File: src/rtl/bus_step_ctl_if.sv
// CPU bus / command side of the PHI-domain step controller.
// Port names follow the CPU pin names so the wiring at the top level reads naturally.
interface bus_step_ctl_if;
  logic        MREQ;
  logic        IORQ;
  logic [19:0] A;
  logic [7:0]  cmd;
  logic        cmd_stb;
  logic        capture_done;
  logic        wait_oe;
  logic        holding;
  logic        bp_hit;
  logic [7:0]  status;

  modport slave  (input  MREQ, IORQ, A, cmd, cmd_stb, capture_done,
                  output wait_oe, holding, bp_hit, status);
  modport master (output MREQ, IORQ, A, cmd, cmd_stb, capture_done,
                  input  wait_oe, holding, bp_hit, status);
endinterface

File: src/rtl/bus_step_ctl.sv
// Per-bus-cycle /WAIT sequencer: free-run with breakpoint, halt/single-step, and trace.
// All state is on posedge PHI; RESET is asynchronous active-low.
module bus_step_ctl #(
  parameter logic [1:0]  RESET_MODE = 2'd0,
  parameter logic [19:0] BP_RESET   = 20'h00000
) (
  input  logic           PHI,
  input  logic           RESET,
  bus_step_ctl_if.slave  bus
);
  typedef enum logic [1:0] {IDLE = 2'd0, ACTIVE = 2'd1, HOLD = 2'd2} state_t;
  localparam logic [1:0] M_RUN = 2'd0, M_HALT = 2'd1, M_TRACE = 2'd2;

  state_t      state, nxt;
  logic [1:0]  mode;
  logic        bp_en, hit, idle_q, hold_q;
  logic [19:0] bp_addr;
  logic [11:0] shadow;
  logic [1:0]  cnt;

  logic idle, start, op_stb, is_run, is_step, bp_match, hold_cond, rel_ev, bp_take;

  assign idle      = bus.MREQ & bus.IORQ;
  assign start     = idle_q & ~idle;
  assign op_stb    = bus.cmd_stb && (cnt == 2'd0);
  assign is_run    = op_stb && (bus.cmd == 8'h00);
  assign is_step   = op_stb && (bus.cmd == 8'h03);
  assign bp_match  = (mode == M_RUN) && bp_en && !bus.MREQ && (bus.A == bp_addr);
  assign hold_cond = (mode == M_HALT) || (mode == M_TRACE) || bp_match;
  // mode==RUN while held only happens when RUN arrived on the same edge as the
  // cycle start; that cycle is held once and then let go on the following edge.
  assign rel_ev    = is_run || is_step || (bus.capture_done && mode == M_TRACE) ||
                     (mode == M_RUN);
  assign bp_take   = (state == IDLE) && start && bp_match;

  always_comb begin
    nxt = state;
    unique case (state)
      IDLE:    if (start) nxt = hold_cond ? HOLD : ACTIVE;
      ACTIVE:  if (idle) nxt = IDLE;
      HOLD:    if (idle) nxt = IDLE;
               else if (rel_ev) nxt = ACTIVE;
      default: nxt = IDLE;
    endcase
  end

  always_ff @(posedge PHI or negedge RESET) begin
    if (!RESET) begin
      state   <= IDLE;
      mode    <= RESET_MODE;
      bp_en   <= 1'b0;
      bp_addr <= BP_RESET;
      shadow  <= '0;
      cnt     <= 2'd0;
      hit     <= 1'b0;
      idle_q  <= 1'b1;
      hold_q  <= 1'b0;
    end else begin
      idle_q <= idle;
      state  <= nxt;
      hold_q <= (nxt == HOLD);
      if (op_stb) begin
        case (bus.cmd)
          8'h00:   mode  <= M_RUN;
          8'h01:   mode  <= M_HALT;
          8'h02:   mode  <= M_TRACE;
          8'h03:   mode  <= M_HALT;
          8'h04:   bp_en <= 1'b0;
          8'h05:   bp_en <= 1'b1;
          8'h06:   hit   <= 1'b0;
          8'h10:   cnt   <= 2'd3;
          default: ;
        endcase
      end else if (bus.cmd_stb) begin
        // Address bytes land in the shadow; bp_addr changes only on the last one.
        cnt <= cnt - 2'd1;
        case (cnt)
          2'd3:    shadow[11:8] <= bus.cmd[3:0];
          2'd2:    shadow[7:0]  <= bus.cmd;
          default: bp_addr      <= {shadow, bus.cmd};
        endcase
      end
      if (bp_take) begin
        mode <= M_HALT;
        hit  <= 1'b1;
      end
    end
  end

  assign bus.wait_oe = hold_q;
  assign bus.holding = hold_q;
  assign bus.bp_hit  = hit;
  assign bus.status  = {hit, bp_en, mode, state, (cnt != 2'd0), hold_q};
endmodule

File: src/flat_wrapper.sv
// flat-port wrapper written by rule: the top's interface ports become plain ports
module bus_step_ctl_flat 
#(
  parameter logic [1:0]  RESET_MODE = 2'd0,
  parameter logic [19:0] BP_RESET   = 20'h00000
)
  (PHI, RESET, bus_MREQ, bus_IORQ, bus_A, bus_cmd, bus_cmd_stb, bus_capture_done, bus_wait_oe, bus_holding, bus_bp_hit, bus_status);
  bus_step_ctl_if bus_i ();
  input  logic PHI;
  input  logic RESET;
  input wire logic [$bits(bus_i.MREQ)-1:0] bus_MREQ;
  input wire logic [$bits(bus_i.IORQ)-1:0] bus_IORQ;
  input wire logic [$bits(bus_i.A)-1:0] bus_A;
  input wire logic [$bits(bus_i.cmd)-1:0] bus_cmd;
  input wire logic [$bits(bus_i.cmd_stb)-1:0] bus_cmd_stb;
  input wire logic [$bits(bus_i.capture_done)-1:0] bus_capture_done;
  output wire logic [$bits(bus_i.wait_oe)-1:0] bus_wait_oe;
  output wire logic [$bits(bus_i.holding)-1:0] bus_holding;
  output wire logic [$bits(bus_i.bp_hit)-1:0] bus_bp_hit;
  output wire logic [$bits(bus_i.status)-1:0] bus_status;
  assign bus_i.MREQ = bus_MREQ;
  assign bus_i.IORQ = bus_IORQ;
  assign bus_i.A = bus_A;
  assign bus_i.cmd = bus_cmd;
  assign bus_i.cmd_stb = bus_cmd_stb;
  assign bus_i.capture_done = bus_capture_done;
  assign bus_wait_oe = bus_i.wait_oe;
  assign bus_holding = bus_i.holding;
  assign bus_bp_hit = bus_i.bp_hit;
  assign bus_status = bus_i.status;
  bus_step_ctl #(.RESET_MODE(RESET_MODE), .BP_RESET(BP_RESET)) u_core (.PHI(PHI), .RESET(RESET), .bus(bus_i));
endmodule
File: config.mk
export PLATFORM = sky130hd
export DESIGN_NAME = bus_step_ctl_flat
export DESIGN_NICKNAME = d
export VERILOG_FILES = /design/src/rtl/bus_step_ctl_if.sv /design/src/rtl/bus_step_ctl.sv /design/src/flat_wrapper.sv
export SDC_FILE = /design/constraint.sdc
export NUM_CORES = 1
export LEC_CHECK = 0
export CELL_PAD_IN_SITES_DETAIL_PLACEMENT = 1
export CELL_PAD_IN_SITES_GLOBAL_PLACEMENT = 1
export CORE_MARGIN = 2
export CORE_UTILIZATION = 36
export CTS_CLUSTER_DIAMETER = 40
export CTS_CLUSTER_SIZE = 40
export DETAILED_ROUTE_END_ITERATION = 8
export PLACE_DENSITY_LB_ADDON = 0.3
export SLEW_MARGIN = 20
export SYNTH_ARGS = -nofsm -noshare
export SYNTH_HDL_FRONTEND = slang
export SYNTH_SLANG_ARGS = --single-unit
File: constraint.sdc
create_clock -name PHI -period 1.7 [get_ports PHI]
set_input_delay 0.17 -clock PHI [delete_from_list [all_inputs] [get_ports PHI]]
set_output_delay 0.17 -clock PHI [all_outputs]
set_load 0.01 [all_outputs]
======== After elaboration in Yosys (flattened, before gate mapping) ========
Cells that the tools add are included.
storage, ports and cells
  register bits after elaboration ......... 42
  logic and storage cells ................. 82
operators by class
  bitwise gates (word level) .............. 5
  mux-type cells .......................... 16
  add/sub/neg operators ................... 1
  equal/unequal tests ..................... 16
  reduce and logical (&&, ||, !) cells .... 34
operators with widths
  cell                                                                    count
  8-bit by 3-bit equality test with 1-bit output (second input constant)  3
  20-bit equality test                                                    1
  2-bit two-way mux                                                       10
  8-bit by 2-bit equality test with 1-bit output (second input constant)  2
  2-bit one-hot mux with 3 select lines                                   2
  2-bit equality test (second input constant)                             5
  2-bit nonzero test                                                      5
  1-bit logical AND                                                       9
  3-bit AND reduction                                                     3
  8-bit by 1-bit equality test with 1-bit output (second input constant)  1
  8-bit by 5-bit equality test with 1-bit output (second input constant)  1
  8-bit logical NOT                                                       1
  2-bit AND reduction                                                     4
  2-bit logical NOT                                                       3
  1-bit logical OR                                                        5
  2-bit by 1-bit equality test with 1-bit output (second input constant)  2
  4-bit nonzero test                                                      1
  2-bit OR reduction                                                      2
  1-bit two-way mux                                                       3
  1-bit inverter                                                          3
  1-bit bitwise AND                                                       2
  2-bit inequality test (second input constant)                           1
  1-bit one-hot mux with 2 select lines                                   1
  2-bit by 1-bit subtractor with 2-bit output (second input constant)     1
  1-bit logical NOT                                                       1

======== Depth between registers and ports, before layout ========
Gate-level depths: netlist of the first run.
  word-level depth ........................ 10
  depth in mapped cells ................... 7
  depth with buffers taken out ............ 7

======== Worst setup path before layout of the first run ========
No wires, ideal clock.
  path kind ............................... reg2reg
  start ................................... reg u_core.cnt[0]
  end ..................................... reg u_core.bp_en
  library setup time ...................... 0.127 ns
  slack ................................... -0.064 ns
  data required time ...................... 1.573 ns
  period minus slack after synthesis ...... 1.764 ns
  data arrival time ....................... 1.637 ns
  cell stages (with the launch flop) ...... 7
  cells stage by stage .................... dfrtp_1 > inv_1 > ha_1 > inv_1 > or4b_1 > nor2_1 > mux2_1
on the way
  word-level cells in the longest chain between the ends .. 3
RTL lines
  item                                  line                source
  start: declaration                    bus_step_ctl.sv:19  logic [1:0] cnt;
  start signal: assignment              bus_step_ctl.sv:76  cnt <= cnt - 2'd1;
  2-bit logical NOT                     bus_step_ctl.sv:25  assign op_stb = bus.cmd_stb && (cnt == 2'd0);
  1-bit logical AND                     bus_step_ctl.sv:25
  2-bit AND reduction (no source line)  n/a
  end signal: assignment                bus_step_ctl.sv:51  bp_en <= 1'b0;
  end signal: assignment                bus_step_ctl.sv:68  8'h04: bp_en <= 1'b0;
  end signal: assignment                bus_step_ctl.sv:69  8'h05: bp_en <= 1'b1;
  end: declaration                      bus_step_ctl.sv:16  logic bp_en, hit, idle_q, hold_q;
No other way between the ends.
A chain may end at the register's enable or synchronous reset.

======== Worst setup path in the final report of the first run ========
  start ................................... reg u_core.cnt[0]
  end ..................................... reg u_core.bp_addr[10]
on the way
  word-level cells in the longest chain between the ends .. 4
  elaborated cells between the ends (all ways) .. 8
RTL lines
  item                                                                             line                                    source
  2-bit equality test / 2-bit logical NOT (equally long branches)                  bus_step_ctl.sv:77, bus_step_ctl.sv:25
  2-bit OR reduction (no source line) / 1-bit logical AND (equally long branches)  n/a
  1-bit inverter (no source line)                                                  n/a
  3-bit AND reduction (no source line) *                                           n/a
  end signal: assignment                                                           bus_step_ctl.sv:80                      default: bp_addr <= {shadow, bus.cmd};
  end: declaration                                                                 bus_step_ctl.sv:17                      logic [19:0] bp_addr;
Mark *: on every way between the ends. The rest lies on a longest branch, timed or not.

==> results of run 1 <==
[metal layers]
metal	global-route usage (%)	part of all wire [%]	vias to the layer above
met2	33.2	54	31
met3	4.41	3.8	5
li1	-	-	692
met4	6.72	1.5	0
met5	0	0	-
met1	18.9	40	752
[power groups by stage]
stage	combinational, mW	sequential, mW	clock [mW]
2_1_floorplan	1.10	1.67	0
3_3_place_gp	1.56	1.71	0
3_5_place_dp	1.66	1.74	0
4_1_cts	1.68	1.72	0.646
5_1_grt	2.19	1.79	0.681
6_report	2.01	1.73	0.614
[state kept, by name, indices dropped and copies added (netlist names)]
signal,count
u_core.bp_addr,20
u_core.shadow,12
u_core.cnt,2
u_core.mode,2
u_core.state,2
u_core.bp_en,1
u_core.bus.bp_hit,1
u_core.bus.holding,1
u_core.idle_q,1
[critical path, cell delays in order, from the launching register on]
cell,delay [ns]
dfrtp_1,0.36
inv_2,0.06
buf_4,0.15
ha_4,0.16
nor3b_4,0.32
buf_6,0.19
mux2_2,0.34
[how the worst max path moves through the flow]
stage	startpoint	to	slack (ns)	cells after the start
after floorplan	u_core.cnt[1]$_DFFE_PN0P_	u_core.bp_en$_DFFE_PN0P_	-0.02	6
after global routing	u_core.cnt[1]$_DFFE_PN0P_	u_core.bp_addr[14]$_DFFE_PN0P_	-0.09	6
after CTS	u_core.cnt[0]$_DFFE_PN0P_	u_core.bp_addr[10]$_DFFE_PN0P_	-0.03	6
after global placement	bus_cmd[7]	u_core.bp_en$_DFFE_PN0P_	-0.29	6
after detailed placement	bus_cmd[7]	u_core.bp_en$_DFFE_PN0P_	-0.36	6
final	u_core.cnt[0]$_DFFE_PN0P_	u_core.bp_addr[10]$_DFFE_PN0P_	-0.01	6
[final cells by class]
| class | instances | area [um2] | share of cell area (%) |
|---|---|---|---|
| multi-input cells | 105 | 1080 | 36.0 |
| flip-flops and latches | 42 | 1050 | 35.1 |
| repair buffers | 70 | 674 | 22.5 |
| well taps | 72 | 90.1 | 3.01 |
| clock buffers | 5 | 68.8 | 2.30 |
| inverters | 6 | 22.5 | 0.751 |
| clock inverters | 2 | 10.0 | 0.334 |
[logic make-up after synthesis]
logic type	Yosys count
simple gates	33
mux	36
flops	42
compound gates	10
buf+inv	12
fa+ha+maj	5
xor+xnor	21
[Yosys cell counts]
master / number
a31oi_1: 2
xnor2_1: 17
o21ai_0: 3
nand2_1: 8
nand4b_1: 1
nor2b_1: 3
nand2b_1: 1
xor2_1: 4
mux2_1: 4
nor4_4: 2
nand3_1: 2
dfstp_2: 1
nor3b_2: 1
nand3b_1: 1
a21oi_2: 1
a21oi_1: 1
a211o_2: 1
dfrtp_1: 41
nor2_2: 1
inv_1: 6
ha_1: 5
nand4_1: 5
or4b_1: 1
mux2i_1: 2
nor2_1: 5
nor3b_1: 2
o32ai_1: 2
buf_4: 6
mux2_2: 30
[stage by stage]
stage | util (%) | instances
4_1_cts | 51.4 | 298
6_report | 54.4 | 302
2_1_floorplan | - | 159
5_1_grt | 54.4 | 302
3_3_place_gp | 49.5 | 289
3_5_place_dp | 49.5 | 289
[cells in the final DEF, fill, tap and decap left out, types with 3 or more instances in the layout]
cell,netlist,routed
nand4_1,5,5
xor2_1,4,4
clkbuf_8,0,5
mux2_4,0,11
buf_6,0,4
inv_2,0,3
ha_4,0,3
nor2_1,5,3
clkdlybuf4s50_1,0,41
xnor2_1,17,16
dfrtp_1,41,41
buf_4,6,19
mux2_2,30,22
nand2_1,8,8
inv_1,6,3
o21ai_0,3,3
[timing repair]
item                                    4_1_cts  5_1_grt
buffers inserted                              1        2
endpoints found under the hold margin        41        0
pin swaps                                     1       12
cloned                                        0        2
resized for setup                             4       33
hold buffers                                  1        0
endpoints found under the setup margin       16       25
==> impl_metrics.csv, run 1 <==
group,metric,value,unit
pwr,switching_power,1.39,mW
timing,fin_crit,1.71,ns
global_routing,grt_max_degree,43,
die,die_area,6330,um2
critical_path,cp_max_fo,5,
critical_path,r2r_start,"u_core.cnt[0]$_DFFE_PN0P_",
detailed_routing,drt-initial-drc-count,34,
pwr,power.total,4.35,mW
die,start_util,37.3,%
clocking,insertion_delay,0.29,ns
timing,tightestPinTransition,0.386,ns
finish,drive_above_1_share,38.3,%
detailed_routing,routed_wl,5260,um
die,coreArea,5510,um2
global_routing,antenna_found_initial,0,
timing,slew_headroom,74.2,%
global_routing,grt_pass1_vias,1697,
detailed_routing,ant_nets,0,
critical_path,worstRegToRegCells,6,
logic_synthesis,synth_top_family_by_area,"multiplexers",
logic_synthesis,synth_top_area_share,49.9,%
min_path,whs_endpoint,"u_core.bp_addr[6]$_DFFE_PN0P_",
logic_synthesis,synth_cell_types,29,
clocking,cts.sinks,42,
pwr,p_leak,1.29,nW
die,die_w,79.6,um
logic_synthesis,synthCells,159,
logic_synthesis,synth_compound_area_share,3.35,%
pwr,p_sw_share,31.8,%
logic_synthesis,netlist_area,2060,um2
clocking,cts-root-buf,"clkbuf_8",
min_path,worstHoldPathType,"input pin to flop",
pwr,seq_power_share,39.8,%
pwr,p_comb_share,46.1,%
finish,syn_to_final_growth,45.8,%
logic_synthesis,yosys.area.top_type,"dfrtp_1",
timing,fin_ws,-0.0124,ns
logic_synthesis,ys_warn_count,0,
logic_synthesis,synthMuxAreaShare,19.6,%
pwr,powerDensity,1450,nW/um2
detailed_routing,wire_per_inst,17.4,um
detailed_routing,vias,1480,
placement,placedInstanceArea,2720,um2
die,ioPinCount,45,
timing,fmax,0.584,GHz
timing,fin_crit_sh,101,%
logic_synthesis,synth_area_per_cell,12.9,um2
placement,port_buffers,44,
clocking,clk_path_buf_depth,2,
pwr,peakVddDrop,0.624,mV
placement,hpwlAfterDp,3780,um
timing,rsz0062_at_grt,"true",
critical_path,cp.arrival,1.89,ns
critical_path,required,1.88,ns
run_status,violations,"negative setup slack",
critical_path,crit_path_start_kind,"flop",
timing,hold_slack,0.259,ns
logic_synthesis,seq_area_frac_synth,51.2,%
logic_synthesis,synth_xor_area_share,8.95,%
timing,setup_viol,1,
placement,place_congestion,0.790,
min_path,whs_path_depth,2,
run,drv_cap,0,
clocking,h-tree-depth,2,
clocking,path_clk_slew,0.08,ns
logic_synthesis,synth-adder-area-share,3.04,%
finish,fillers,574,
pwr,p_int,2.97,mW
finish,nets,269,
die,die_y,79.6,um
logic_synthesis,synth-simple-area-share,10.6,%
die,rows,27,
finish,final_area,3000,um2
timing,slew_viol_final,0,
timing,clock-skew-final,0.00240,ns
critical_path,crit_type,"flop to flop",
timing,setup_tns,-0.0124,ns
min_path,hp-start,"bus_cmd[6]",
critical_path,reg2reg_to,"u_core.bp_addr[10]$_DFFE_PN0P_",
pwr,clkPwrFrac,14.1,%
placement,pre_cts_ws,-0.361,ns
critical_path,end_kind,"flop",
detailed_routing,drtPass1Iterations,4,
global_routing,grt_overflow,0,
clocking,cts_tree,"built",
run_status,status,"finished with violations",
detailed_routing,drc,0,
logic_synthesis,syn-num-nets,198,
global_routing,grtUsageTotal,17.7,%
clocking,cts_buffers,5,
timing,hold_violations,0,
global_routing,grt_pass1_wl,8270,um
critical_path,r2r_slack,-0.01,ns
logic_synthesis,ys_ff_latch,42,
finish,antenna_cells,0,
logic_synthesis,yosys-top-cells-area,"dfrtp_1 (50%), mux2_2 (16%), xnor2_1 (7.2%), ha_1 (3.0%), buf_4 (2.2%)",
detailed_routing,viasPerCell,4.90,
Power figures use the tool's default switching activity.
==> run 2: changes to the inputs <==
--- a/config.mk
+++ b/config.mk
@@ -9,9 +9,9 @@
 export CELL_PAD_IN_SITES_GLOBAL_PLACEMENT = 1
 export CORE_MARGIN = 2
 export CORE_UTILIZATION = 36
-export CTS_CLUSTER_DIAMETER = 40
 export CTS_CLUSTER_SIZE = 40
 export DETAILED_ROUTE_END_ITERATION = 8
+export GPL_TIMING_DRIVEN = 0
 export PLACE_DENSITY_LB_ADDON = 0.3
 export SLEW_MARGIN = 20
 export SYNTH_ARGS = -nofsm -noshare
==> impl_metrics.csv, run 2 (synthesis results as in run 1) <==
group,metric,value,unit
die,die_y,79.6,um
finish,nets,261,
placement,port_buffers,44,
detailed_routing,vias,1474,
clocking,cts_buffers,5,
timing,setup_viol,33,
finish,largest_reg_flops,20,
critical_path,critPathBufInv,1,
pwr,p_leak,1.29,nW
global_routing,antenna_found_initial,0,
run_status,violations,"negative setup slack",
run_status,status,"finished with violations",
critical_path,cp_max_fo,4,
clocking,clk_path_buf_depth,2,
timing,clock-skew-final,0.00599,ns
run,drv_cap,0,
placement,placedInstanceArea,2620,um2
critical_path,worst_path_largest_cell_delay,0.41,ns
die,rows,27,
critical_path,end_kind,"flop",
timing,fmax,0.576,GHz
timing,fin_crit,1.74,ns
min_path,whs_path_depth,2,
die,start_util,37.3,%
timing,setup_tns,-0.691,ns
finish,top_register,"u_core.bp_addr",
critical_path,required,1.94,ns
critical_path,crit_type,"flop to flop",
clocking,h-tree-depth,2,
finish,instances_no_fill,295,
global_routing,grt_max_degree,23,
min_path,worstHoldPathType,"input pin to flop",
critical_path,crit_slowest_cell,"dfrtp_1",
timing,hold_violations,0,
critical_path,cp.arrival,1.98,ns
detailed_routing,drtPass1Iterations,4,
finish,reg_top3,"u_core.bp_addr x20, u_core.shadow x12",
detailed_routing,ant_nets,0,
timing,slew_headroom,65.4,%
critical_path,crit_cells,7,
timing,slew_viol_final,0,
finish,mostFrequentLayoutCells,"dfrtp_1 (41), clkdlybuf4s50_1 (38), mux2_4 (17)",
pwr,powerDensity,1530,nW/um2
clocking,cts.sinks,42,
pwr,power.total,4.58,mW
clocking,path_clk_slew,0.08,ns
critical_path,worstRegToRegCells,7,
clocking,cts-root-buf,"clkbuf_8",
global_routing,grt_pass1_vias,1622,
die,ioPinCount,45,
die,coreArea,5510,um2
pwr,peakVddDrop,0.771,mV
timing,rsz0062_at_grt,"true",
finish,layout_commonest_cell,"dfrtp_1",
clocking,insertion_delay,0.30,ns
placement,place_congestion,0.739,
critical_path,path_delay_family,"simple AND/OR/NAND/NOR gates",
die,die_w,79.6,um
finish,fillers,553,
detailed_routing,drc,0,
global_routing,grtUsageTotal,16.8,%
finish,final_area,3000,um2
timing,tightestPinTransition,0.520,ns
finish,drive_above_1_share,37.7,%
critical_path,worstPathCellList,"inv_2 > ha_4 > nor3b_1 > nand4_1 > o21ai_2 > a31oi_1 > nand2_1",
global_routing,grt_overflow,0,
placement,pre_cts_ws,-0.355,ns
placement,placed_cells,276,
placement,hpwlAfterDp,3610,um
die,die_area,6330,um2
detailed_routing,routed_wl,5560,um
finish,syn_to_final_growth,46.0,%
timing,fin_ws,-0.0371,ns
detailed_routing,wire_per_inst,18.8,um
clocking,cts_tree,"built",
timing,fin_crit_sh,102,%
global_routing,grt_pass1_wl,7960,um
critical_path,crit_path_start_kind,"flop",
timing,hold_slack,0.214,ns
detailed_routing,drt-initial-drc-count,47,
finish,utilization,54.5,%
detailed_routing,viasPerCell,5.00,
finish,antenna_cells,0,
==> run 2: final timing paths <==
check	start	end	slack [ns]
max	u_core.cnt[0]$_DFFE_PN0P_	u_core.state[0]$_DFF_PN0_	-0.04
min	bus_cmd[7]	u_core.bp_addr[7]$_DFFE_PN0P_	0.21
max reg2reg	u_core.cnt[0]$_DFFE_PN0P_	u_core.state[0]$_DFF_PN0_	-0.04
min reg2reg	u_core.shadow[2]$_DFFE_PN0P_	u_core.bp_addr[10]$_DFFE_PN0P_	0.51
max in group asynchronous	RESET	u_core.cnt[1]$_DFFE_PN0P_	0.84
min in group asynchronous	RESET	u_core.bp_addr[5]$_DFFE_PN0P_	0.37
==> run 2: cell type report <==
type                       count  area [um2]  area share, %
buffer                         6        52.6           1.75
inverter                       6        22.5          0.751
timing repair buffer          56         557           18.6
clock inverter                 2        37.5           1.25
sequential                    42        1050           35.1
multi-input combinational    105        1120           37.2
tap                           72        90.1           3.00
clock buffer                   6        72.6           2.42
==> run 2: what timing repair did <==
item | in CTS | in global routing
gates resized for setup | 11 | 42
buffers inserted | 5 | 3
endpoints found under the hold margin | 19 | 0
cloned | 0 | 2
endpoints found under the setup margin | 33 | 34
hold buffers | 1 | 0
pin swaps | 5 | 13
==> run 2: power breakdown <==
| part | internal [mW] | switching, mW |
|---|---|---|
| clock network | 0.438 | 0.355 |
| registers | 1.44 | 0.338 |
| logic | 1.23 | 0.776 |
==> run 2: layer usage <==
metal / track usage (%) / up-vias / part of all wire (%)
met4: 6.55 / 0 / 1.6
met1: 18.9 / 755 / 42
met5: 0 / - / 0
met3: 3.39 / 9 / 3.1
met2: 30.8 / 34 / 54
li1: - / 676 / -
==> run 2: worst register-to-register path: stages (launching register included) <==
cell and delay (ns):
dfrtp_1 0.41, inv_2 0.10, ha_4 0.16, nor3b_1 0.25
nand4_1 0.29, o21ai_2 0.28, a31oi_1 0.12, nand2_1 0.08
==> run 3: changes to the inputs <==
--- a/config.mk
+++ b/config.mk
@@ -5,11 +5,13 @@
 export SDC_FILE = /design/constraint.sdc
 export NUM_CORES = 1
 export LEC_CHECK = 0
+export ABC_CLOCK_PERIOD_IN_PS = 1700
+export CAP_MARGIN = 20
 export CELL_PAD_IN_SITES_DETAIL_PLACEMENT = 1
 export CELL_PAD_IN_SITES_GLOBAL_PLACEMENT = 1
 export CORE_MARGIN = 2
 export CORE_UTILIZATION = 36
-export CTS_CLUSTER_SIZE = 40
+export CTS_CLUSTER_SIZE = 30
 export DETAILED_ROUTE_END_ITERATION = 8
 export GPL_TIMING_DRIVEN = 0
 export PLACE_DENSITY_LB_ADDON = 0.3
==> results of run 3 <==
No change in the layout: final DEF, timing and power equal those of run 2.
